File: src/rtl/mlp_sequencer.sv
// Layer sequencer for the MLP inference datapath: walks fully-connected layers, drives
// neuron/weight/bias read addresses and emits MAC/write/done controls delayed by PIPE_DEPTH.
module mlp_sequencer #(
  parameter int NUM_LAYERS = 3,
  parameter logic [(NUM_LAYERS+1)*12-1:0] LAYER_SIZES = {12'd10, 12'd32, 12'd64, 12'd784},
  parameter int PIPE_DEPTH = 2,
  parameter int N_ADDR_W = 12,
  parameter int W_ADDR_W = 16,
  parameter int B_ADDR_W = 8
) (
  input  logic                clk,
  input  logic                reset,
  input  logic                start,
  input  logic                stall,
  output logic [N_ADDR_W-1:0] in_neuron_addr,
  output logic [W_ADDR_W-1:0] weight_addr,
  output logic [B_ADDR_W-1:0] bias_addr,
  output logic                acc_clear_o,
  output logic                acc_en_o,
  output logic                write_neuron_o,
  output logic [N_ADDR_W-1:0] out_neuron_addr_o,
  output logic                last_layer_o,
  output logic                done,
  output logic                busy
);

  localparam logic [2:0] ST_IDLE  = 3'd0;
  localparam logic [2:0] ST_MAC   = 3'd1;
  localparam logic [2:0] ST_WRITE = 3'd2;
  localparam logic [2:0] ST_DRAIN = 3'd3;
  localparam logic [2:0] ST_FLUSH = 3'd4;

  localparam int LW = (NUM_LAYERS > 1) ? $clog2(NUM_LAYERS) : 1;
  localparam int CW = 4;
  localparam int PW = 5 + N_ADDR_W;
  localparam int BIT_CLR  = 0;
  localparam int BIT_EN   = 1;
  localparam int BIT_WR   = 2;
  localparam int BIT_LAST = 3;
  localparam int BIT_DONE = 4;

  function automatic logic [11:0] size_at(input int k);
    return LAYER_SIZES[k*12 +: 12];
  endfunction

  function automatic longint sum_neurons();
    longint s = 0;
    for (int k = 0; k <= NUM_LAYERS; k++) s += longint'(size_at(k));
    return s;
  endfunction

  function automatic longint sum_weights();
    longint s = 0;
    for (int k = 0; k < NUM_LAYERS; k++) s += longint'(size_at(k)) * longint'(size_at(k + 1));
    return s;
  endfunction

  function automatic longint sum_biases();
    longint s = 0;
    for (int k = 1; k <= NUM_LAYERS; k++) s += longint'(size_at(k));
    return s;
  endfunction

  function automatic longint min_size();
    longint m = 4096;
    for (int k = 0; k <= NUM_LAYERS; k++) if (longint'(size_at(k)) < m) m = longint'(size_at(k));
    return m;
  endfunction

  if (NUM_LAYERS < 1) begin : g_bad_layers
    $error("mlp_sequencer: NUM_LAYERS must be at least 1");
  end
  if (PIPE_DEPTH < 0 || PIPE_DEPTH > 8) begin : g_bad_depth
    $error("mlp_sequencer: PIPE_DEPTH must be 0..8");
  end
  if (min_size() < 1) begin : g_bad_size
    $error("mlp_sequencer: every layer size must be at least 1");
  end
  if (sum_neurons() > (longint'(1) <<< N_ADDR_W)) begin : g_bad_naddr
    $error("mlp_sequencer: neuron memory does not fit N_ADDR_W");
  end
  if (sum_weights() > (longint'(1) <<< W_ADDR_W)) begin : g_bad_waddr
    $error("mlp_sequencer: weight memory does not fit W_ADDR_W");
  end
  if (sum_biases() > (longint'(1) <<< B_ADDR_W)) begin : g_bad_baddr
    $error("mlp_sequencer: bias memory does not fit B_ADDR_W");
  end

  logic [2:0]          state_q, state_d;
  logic [LW-1:0]       layer_q, layer_d;
  logic [11:0]         i_q, i_d, j_q, j_d;
  logic [N_ADDR_W-1:0] in_base_q, in_base_d, out_base_q, out_base_d;
  logic [CW-1:0]       cnt_q, cnt_d;
  logic [W_ADDR_W-1:0] w_cnt_q, w_cnt_d, w_addr_q, w_addr_d;
  logic [B_ADDR_W-1:0] b_cnt_q, b_cnt_d, b_addr_q, b_addr_d;
  logic [N_ADDR_W-1:0] nrn_addr_q, nrn_addr_d;
  logic [PW-1:0]       issue_d;
  logic [PW-1:0]       pipe_q [PIPE_DEPTH+1];
  logic [PW-1:0]       pipe_out;
  logic [11:0]         s_in, s_out;
  logic                last_layer, mac_step;

  assign s_in       = size_at(int'(layer_q));
  assign s_out      = size_at(int'(layer_q) + 1);
  assign last_layer = (layer_q == LW'(NUM_LAYERS - 1));

  always_comb begin
    state_d    = state_q;
    layer_d    = layer_q;
    i_d        = i_q;
    j_d        = j_q;
    in_base_d  = in_base_q;
    out_base_d = out_base_q;
    cnt_d      = cnt_q;
    w_cnt_d    = w_cnt_q;
    b_cnt_d    = b_cnt_q;
    nrn_addr_d = nrn_addr_q;
    w_addr_d   = w_addr_q;
    b_addr_d   = b_addr_q;
    issue_d    = '0;
    mac_step   = 1'b0;
    case (state_q)
      ST_IDLE: begin
        if (start) begin
          layer_d    = '0;
          i_d        = '0;
          j_d        = '0;
          in_base_d  = '0;
          out_base_d = N_ADDR_W'(size_at(0));
          w_cnt_d    = '0;
          b_cnt_d    = '0;
          mac_step   = 1'b1;
        end
      end
      ST_MAC: begin
        if (i_q == s_in - 12'd1) begin
          state_d                = ST_WRITE;
          b_cnt_d                = b_cnt_q + B_ADDR_W'(1);
          issue_d[BIT_WR]        = 1'b1;
          issue_d[BIT_LAST]      = last_layer;
          issue_d[BIT_DONE]      = last_layer && (j_q == s_out - 12'd1);
          issue_d[PW-1:5]        = out_base_q + N_ADDR_W'(j_q);
        end else begin
          i_d      = i_q + 12'd1;
          mac_step = 1'b1;
        end
      end
      ST_WRITE: begin
        if (j_q != s_out - 12'd1) begin
          j_d      = j_q + 12'd1;
          i_d      = '0;
          mac_step = 1'b1;
        end else if (!last_layer) begin
          state_d = ST_DRAIN;
          cnt_d   = '0;
        end else if (PIPE_DEPTH == 0) begin
          state_d = ST_IDLE;
        end else begin
          state_d = ST_FLUSH;
          cnt_d   = '0;
        end
      end
      ST_DRAIN: begin
        // Hold off the next layer until the last write of this one has left the pipeline.
        if (cnt_q == CW'(PIPE_DEPTH)) begin
          layer_d    = layer_q + LW'(1);
          in_base_d  = out_base_q;
          out_base_d = out_base_q + N_ADDR_W'(s_out);
          i_d        = '0;
          j_d        = '0;
          mac_step   = 1'b1;
        end else begin
          cnt_d = cnt_q + CW'(1);
        end
      end
      ST_FLUSH: begin
        if (cnt_q == CW'(PIPE_DEPTH - 1)) state_d = ST_IDLE;
        else cnt_d = cnt_q + CW'(1);
      end
      default: state_d = ST_IDLE;
    endcase
    // Every MAC issue consumes one weight and reads the current input neuron and bias.
    if (mac_step) begin
      state_d          = ST_MAC;
      nrn_addr_d       = in_base_d + N_ADDR_W'(i_d);
      w_addr_d         = w_cnt_d;
      w_cnt_d          = w_cnt_d + W_ADDR_W'(1);
      b_addr_d         = b_cnt_d;
      issue_d[BIT_EN]  = 1'b1;
      issue_d[BIT_CLR] = (i_d == 12'd0);
    end
  end

  always_ff @(posedge clk or negedge reset) begin
    if (!reset) begin
      state_q    <= ST_IDLE;
      layer_q    <= '0;
      i_q        <= '0;
      j_q        <= '0;
      in_base_q  <= '0;
      out_base_q <= '0;
      cnt_q      <= '0;
      w_cnt_q    <= '0;
      b_cnt_q    <= '0;
      nrn_addr_q <= '0;
      w_addr_q   <= '0;
      b_addr_q   <= '0;
      for (int d = 0; d <= PIPE_DEPTH; d++) pipe_q[d] <= '0;
    end else if (!stall) begin
      state_q    <= state_d;
      layer_q    <= layer_d;
      i_q        <= i_d;
      j_q        <= j_d;
      in_base_q  <= in_base_d;
      out_base_q <= out_base_d;
      cnt_q      <= cnt_d;
      w_cnt_q    <= w_cnt_d;
      b_cnt_q    <= b_cnt_d;
      nrn_addr_q <= nrn_addr_d;
      w_addr_q   <= w_addr_d;
      b_addr_q   <= b_addr_d;
      pipe_q[0]  <= issue_d;
      for (int d = 1; d <= PIPE_DEPTH; d++) pipe_q[d] <= pipe_q[d-1];
    end
  end

  assign pipe_out          = pipe_q[PIPE_DEPTH];
  assign in_neuron_addr    = nrn_addr_q;
  assign weight_addr       = w_addr_q;
  assign bias_addr         = b_addr_q;
  assign acc_clear_o       = pipe_out[BIT_CLR] & ~stall;
  assign acc_en_o          = pipe_out[BIT_EN] & ~stall;
  assign write_neuron_o    = pipe_out[BIT_WR] & ~stall;
  assign done              = pipe_out[BIT_DONE] & ~stall;
  assign last_layer_o      = pipe_out[BIT_LAST];
  assign out_neuron_addr_o = pipe_out[PW-1:5];
  assign busy              = (state_q != ST_IDLE);

endmodule

File: config.mk
export PLATFORM = sky130hd
export DESIGN_NAME = mlp_sequencer
export DESIGN_NICKNAME = d
export VERILOG_FILES = /design/src/rtl/mlp_sequencer.sv
export SDC_FILE = /design/constraint.sdc
export NUM_CORES = 1
export LEC_CHECK = 0
export BUFFER_PORTS_ARGS = -buffer_cell sky130_fd_sc_hd__buf_2
export CORE_AREA = 2 2 170 238
export DETAILED_ROUTE_END_ITERATION = 8
export DIE_AREA = 0 0 172 240
export MAX_ROUTING_LAYER = met4
export SKIP_LAST_GASP = 1
export SYNTH_ARGS = -nofsm -noshare
export SYNTH_HDL_FRONTEND = slang
export SYNTH_SLANG_ARGS = --single-unit
File: constraint.sdc
create_clock -name clk -period 5.4 [get_ports clk]
set_input_delay 0.27 -clock clk [delete_from_list [all_inputs] [get_ports clk]]
set_output_delay 0.27 -clock clk [all_outputs]
set_load 0.005 [all_outputs]
Yosys cells after proc, flatten, opt, wreduce, memory -nomap -nowiden
Cells that the tools add are included.
Word-level totals
  register bits: 168
  input bits: 4
  output and inout port bits: 54
  logic and storage cells: 111
Cells by class
  $add $sub $neg: 12
  $mul: 2
  eq/ne operators: 20
  shift operators: 2
  muxes and demuxes: 42
  bitwise gates (word level): 5
  reduce and logical (&&, ||, !) cells: 13
Operator list (number)
  2-to-1 mux 12 bit: 11
  2-to-1 mux 16 bit: 3
  one-hot mux 12 bit (2 select lines): 2
  one-hot mux 12 bit (4 select lines): 1
  indexed part select 48 x 7 -> 12 bit, first input constant: 1
  indexed part select 48 x 8 -> 12 bit, first input constant: 1
  adder 12 bit: 3
  one-hot mux 12 bit (3 select lines): 1
  2-to-1 mux 15 bit: 2
  adder 12 x 1 -> 12 bit, second input constant: 2
  equality test 12 bit: 2
  subtractor 12 x 1 -> 12 bit, second input constant: 2
  adder 16 x 1 -> 16 bit, second input constant: 1
  2-to-1 mux 8 bit: 2
  one-hot mux 8 bit (2 select lines): 1
  2-to-1 mux 3 bit: 5
  AND reduction 5 bit: 3
  logical NOT 12 bit: 1
  2-to-1 mux 4 bit: 3
  != test 12 bit: 1
  != test 2 bit, second input constant: 6
  one-hot mux 3 bit (4 select lines): 1
  one-hot mux 4 bit (3 select lines): 1
  != test 3 bit, second input constant: 3
  other kinds (26): 37

Longest topological paths before layout
  depth after elaboration: 9
  gate-level depth with buffers: 19

Least setup slack after synthesis
No wires, ideal clock.
  kind: reg-to-reg
  start point: register layer_q[0]
  end point: register nrn_addr_q[10] (netlist: in_neuron_addr[10])
  library setup time: 0.133 ns
  arrival time: 3.977 ns
  required time: 5.267 ns
  slack: 1.290 ns
  cell stages (with the launch flop): 20
  buffers on the path: 0
  period minus slack after synthesis: 4.110 ns
  cell sequence: dfrtp_1 > inv_1 > ha_1 > or4b_1 > a211oi_2 > nand4b_2 > o211ai_2 > nand2_1 > o21ai_1 > ha_1 > inv_1 > fa_1 > nor2b_1 > o21ai_0 > a21boi_0 > o21a_1 > nor2_1 > o2111a_1 > a211oi_1 > o21ai_0
On the way
  longest elaborated chain between the ends: 8
  elaborated cells on any way between the ends: 17
  those cells by class: 4 x add/sub; 2 x mul; 2 x eq/ne; 2 x shift; 6 x mux; 1 x reduce/logical
Ends and longest elaborated chain
  from (decl): line 90  | logic [LW-1:0] layer_q, layer_d;
  from (signal assigned): line 211  | layer_q <= layer_d;
  adder 2 x 1 -> 3 bit: line 104  | assign s_out = size_at(int'(layer_q) + 1);
  multiplier 3 x 2 -> 5 bit: line 43  | return LAYER_SIZES[k*12 +: 12];
  indexed part select 48 x 8 -> 12 bit: line 43
  subtractor 12 x 1 -> 12 bit: line 149  | if (j_q != s_out - 12'd1) begin
  != test 12 bit: line 149
  2-to-1 mux 12 bit: line 149
  one-hot mux 12 bit (4 select lines) (*): line 122  | case (state_q)
  via i_d[0]: line 91  | logic [11:0] i_q, i_d, j_q, j_d;
  adder 12 bit (*): line 185  | nrn_addr_d = in_base_d + N_ADDR_W'(i_d);
  to (signal assigned): line 219  | nrn_addr_q <= nrn_addr_d;
  to (decl): line 96  | logic [N_ADDR_W-1:0] nrn_addr_q, nrn_addr_d;
The timed path passes the listed nets; every way through them passes the cells marked *.
A chain may end at the register's enable or synchronous reset.

Worst setup path after layout
Ends and elaborated chain as after synthesis.

==> results.json <==
{
  "status": "finished clean",
  "fill_cells": 4186,
  "grt_max_degree": 78,
  "coreArea_um2": 39170,
  "place_hpwl_mm": 15.58,
  "use_met1_pct": 11.77,
  "whs_path_depth": 4,
  "final_common_cell": "dfrtp_1",
  "synth_edf_count": 0,
  "layout_common_cells": "168 x dfrtp_1, 148 x nand2_1, 63 x o21ai_0",
  "ant_nets": 0,
  "start_util_pct": 22.75,
  "max_freq_ghz": 0.2167,
  "end_kind": "flip-flop",
  "postCtsSetupBuffers": 0,
  "r2r_cells": 19,
  "viasPerCell": 4.434,
  "clkSinkCount": 168,
  "cts-htree-levels": 4,
  "synthesis.area_um2": 8910,
  "clkTransAtPathRegs_ns": 0.07,
  "yosys.area.top_type_share_pct": 47.18,
  "wl_per_cell_um": 14.35,
  "worstMarginPinSlew_ns": 0.9091,
  "root_buffer": "clkbuf_16",
  "yosys.area.top_type": "dfrtp_1",
  "power.density_nw_per_um2": 363.4,
  "finalSetupViolCount": 0,
  "die_area_um2": 41280,
  "fp.dieW_um": 172,
  "synth-main-ff-cell": "dfrtp_1",
  "min_path_type": "in -> reg",
  "synth_area_per_cell_um2": 10.09,
  "drtPass1Iterations": 4,
  "busiest_layer": "met2",
  "rows": 86,
  "nets": 973,
  "rsz0062_at_grt": "no",
  "setup.worst_path.start_class": "flip-flop",
  "placed_cells": 1434,
  "track_usage_pct": 11.22,
  "synth_fp_nets": 930,
  "io-pin-count": 58,
  "grtUsageMet3_pct": 2.831,
  "cts_buffers": 17,
  "power.leakage_nw": 4.804,
  "drc_errors": 0,
  "synth-seq-cells": 168,
  "totalWireLength_mm": 21.08,
  "finalMaxSlewViolations": 0,
  "ys_warn_count": 0,
  "netlist_instances": 883,
  "dieHeight_um": 240,
  "critPathKind": "reg -> reg",
  "fin_crit_sh_pct": 85.46,
  "ir_drop_uv": 159.2,
  "yosys-top-cells-area": "dfrtp_1 47%, mux2_2 7.7%, nand2_1 6.2%",
  "drt_iter0_markers": 342,
  "vias": 6514,
  "synth_cell_types": 73,
  "crit_required_ns": 5.70,
  "seq_area_frac_synth_pct": 47.18,
  "final_core_util_pct": 26.36,
  "final.setup_skew_ns": 0.009751,
  "cts_buffer_depth": 2,
  "finalPower_mw": 3.751,
  "finalNonFillerCells": 1469,
  "synthArstFlopShare_pct": 100.0,
  "areaGrowthSynthToFinish_pct": 15.87,
  "port_buffers": 57,
  "grt_overflow": 0,
  "slew-limit-headroom_pct": 39.39,
  "maxCapViolCount": 0,
  "min_period_ns": 4.615,
  "drive_above_1_share_pct": 19.17,
  "cp_max_fo": 8,
  "use_met2_pct": 19.92,
  "grt_pass1_wl_mm": 35.09,
  "grt_pass1_vias": 6688,
  "gp_congestion": 0.8650,
  "tns_ns": 0,
  "antenna_found_initial": 2,
  "hold_violations": 0,
  "clock_latency_ns": 0.44,
  "crit_arrival_ns": 4.91,
  "cts_tree": "yes"
}
## registers in the layout, summed over array words and instances (netlist names), 8 cells and up
name / flops
j_q: 12
in_neuron_addr: 12
bias_addr: 8
pipe_out: 17
weight_addr: 16
pipe_q: 34
in_base_q: 12
out_base_q: 12
w_cnt_q: 16
b_cnt_q: 8
i_q: 12
## stage by stage
stage / hold WS [ns] / worst slack [ns] / area (um2)
final: 0.2664 / 0.7849 / 10320
after global routing: 0.2969 / 0.3686 / 10320
after CTS: 0.2370 / 0.7793 / 10320
after detailed placement: 0.2555 / 0.8051 / 9722
after global placement: 0.2531 / 0.9495 / 9722
after floorplan: -0.02559 / 1.290 / 8910
## logic make-up (layout without fill, tap and decap cells)
kind of cell / Yosys count / in the layout / share of synthesized area [%]
multiplexers: 71 / 71 / 8.833
XOR/XNOR: 52 / 52 / 5.112
adder cells (fa/ha/maj): 43 / 43 / 6.207
flip-flops: 168 / 168 / 47.18
AO/OA/AOI/OAI: 179 / 179 / 13.12
buffers and inverters: 66 / 122 / 3.469
other: 0 / 2 / 0
AND/OR/NAND/NOR: 304 / 304 / 16.08
## repair_timing
| action | 4_1_cts | 5_1_grt |
|---|---|---|
| endpoints found under the hold margin | 54 | 0 |
| hold buffers | 1 | 0 |
| gates resized for setup | 0 | 0 |
## synthesized netlist by cell type, types with 10 or more instances
master,number
dfrtp_1,168
nand2_1,148
o21ai_0,63
mux2_2,61
nor2_1,54
ha_1,41
xor2_1,32
a21oi_1,27
clkbuf_1,22
nand3_1,21
inv_1,20
xnor2_1,20
and3_1,18
a22o_1,15
nor3_1,13
buf_4,12
a21o_1,11
mux2i_1,10
o31ai_1,10
## path summary, 6_finish.rpt
path	slack, ns	end	from
worst max-delay path	0.78	in_neuron_addr[10]	layer_q[0]
worst min-delay path	0.27	bias_addr[0]	start
worst max register to register	0.78	in_neuron_addr[10]	layer_q[0]
worst min register to register	0.47	weight_addr[4]	weight_addr[4]
max in group asynchronous	3.90	w_cnt_q[3]	reset
min in group asynchronous	0.33	pipe_out[11]	reset
## layer usage
layer	vias up	share of wire (%)
li1	3193	-
met1	3188	41
met4	0	2.8
met5	-	0
met2	99	53
met3	34	3.6
## critical path, cell delays in order, from the launching register on
cell	delay, ns
dfrtp_1	0.46
inv_1	0.14
ha_1	0.35
or4b_1	0.49
a211oi_2	0.28
nand4b_2	0.30
o211ai_2	0.31
nand2_1	0.08
o21ai_1	0.15
ha_1	0.21
inv_1	0.06
fa_1	0.39
nor2b_1	0.12
o21ai_0	0.10
a21boi_0	0.30
o21a_1	0.15
nor2_1	0.06
o2111a_1	0.25
a211oi_1	0.19
o21ai_0	0.10
## area by class of cell
class / count / area, um2 / share of cell area [%]
diodes: 2 / 5.005 / 0.04848
clock inverters: 15 / 161.4 / 1.563
inverters: 22 / 82.58 / 0.7999
clock buffers: 17 / 425.4 / 4.121
repair buffers: 68 / 376.6 / 3.648
flip-flops and latches: 168 / 4204 / 40.72
multi-input cells: 649 / 4408 / 42.70
well taps: 528 / 660.6 / 6.399
## power by group
part	switching [mW]	internal, mW
Combinational	0.510	0.399
Sequential	0.199	1.43
Clock	0.559	0.654
Total	1.27	2.48
No activity file was read; power rests on OpenSTA's default activity.
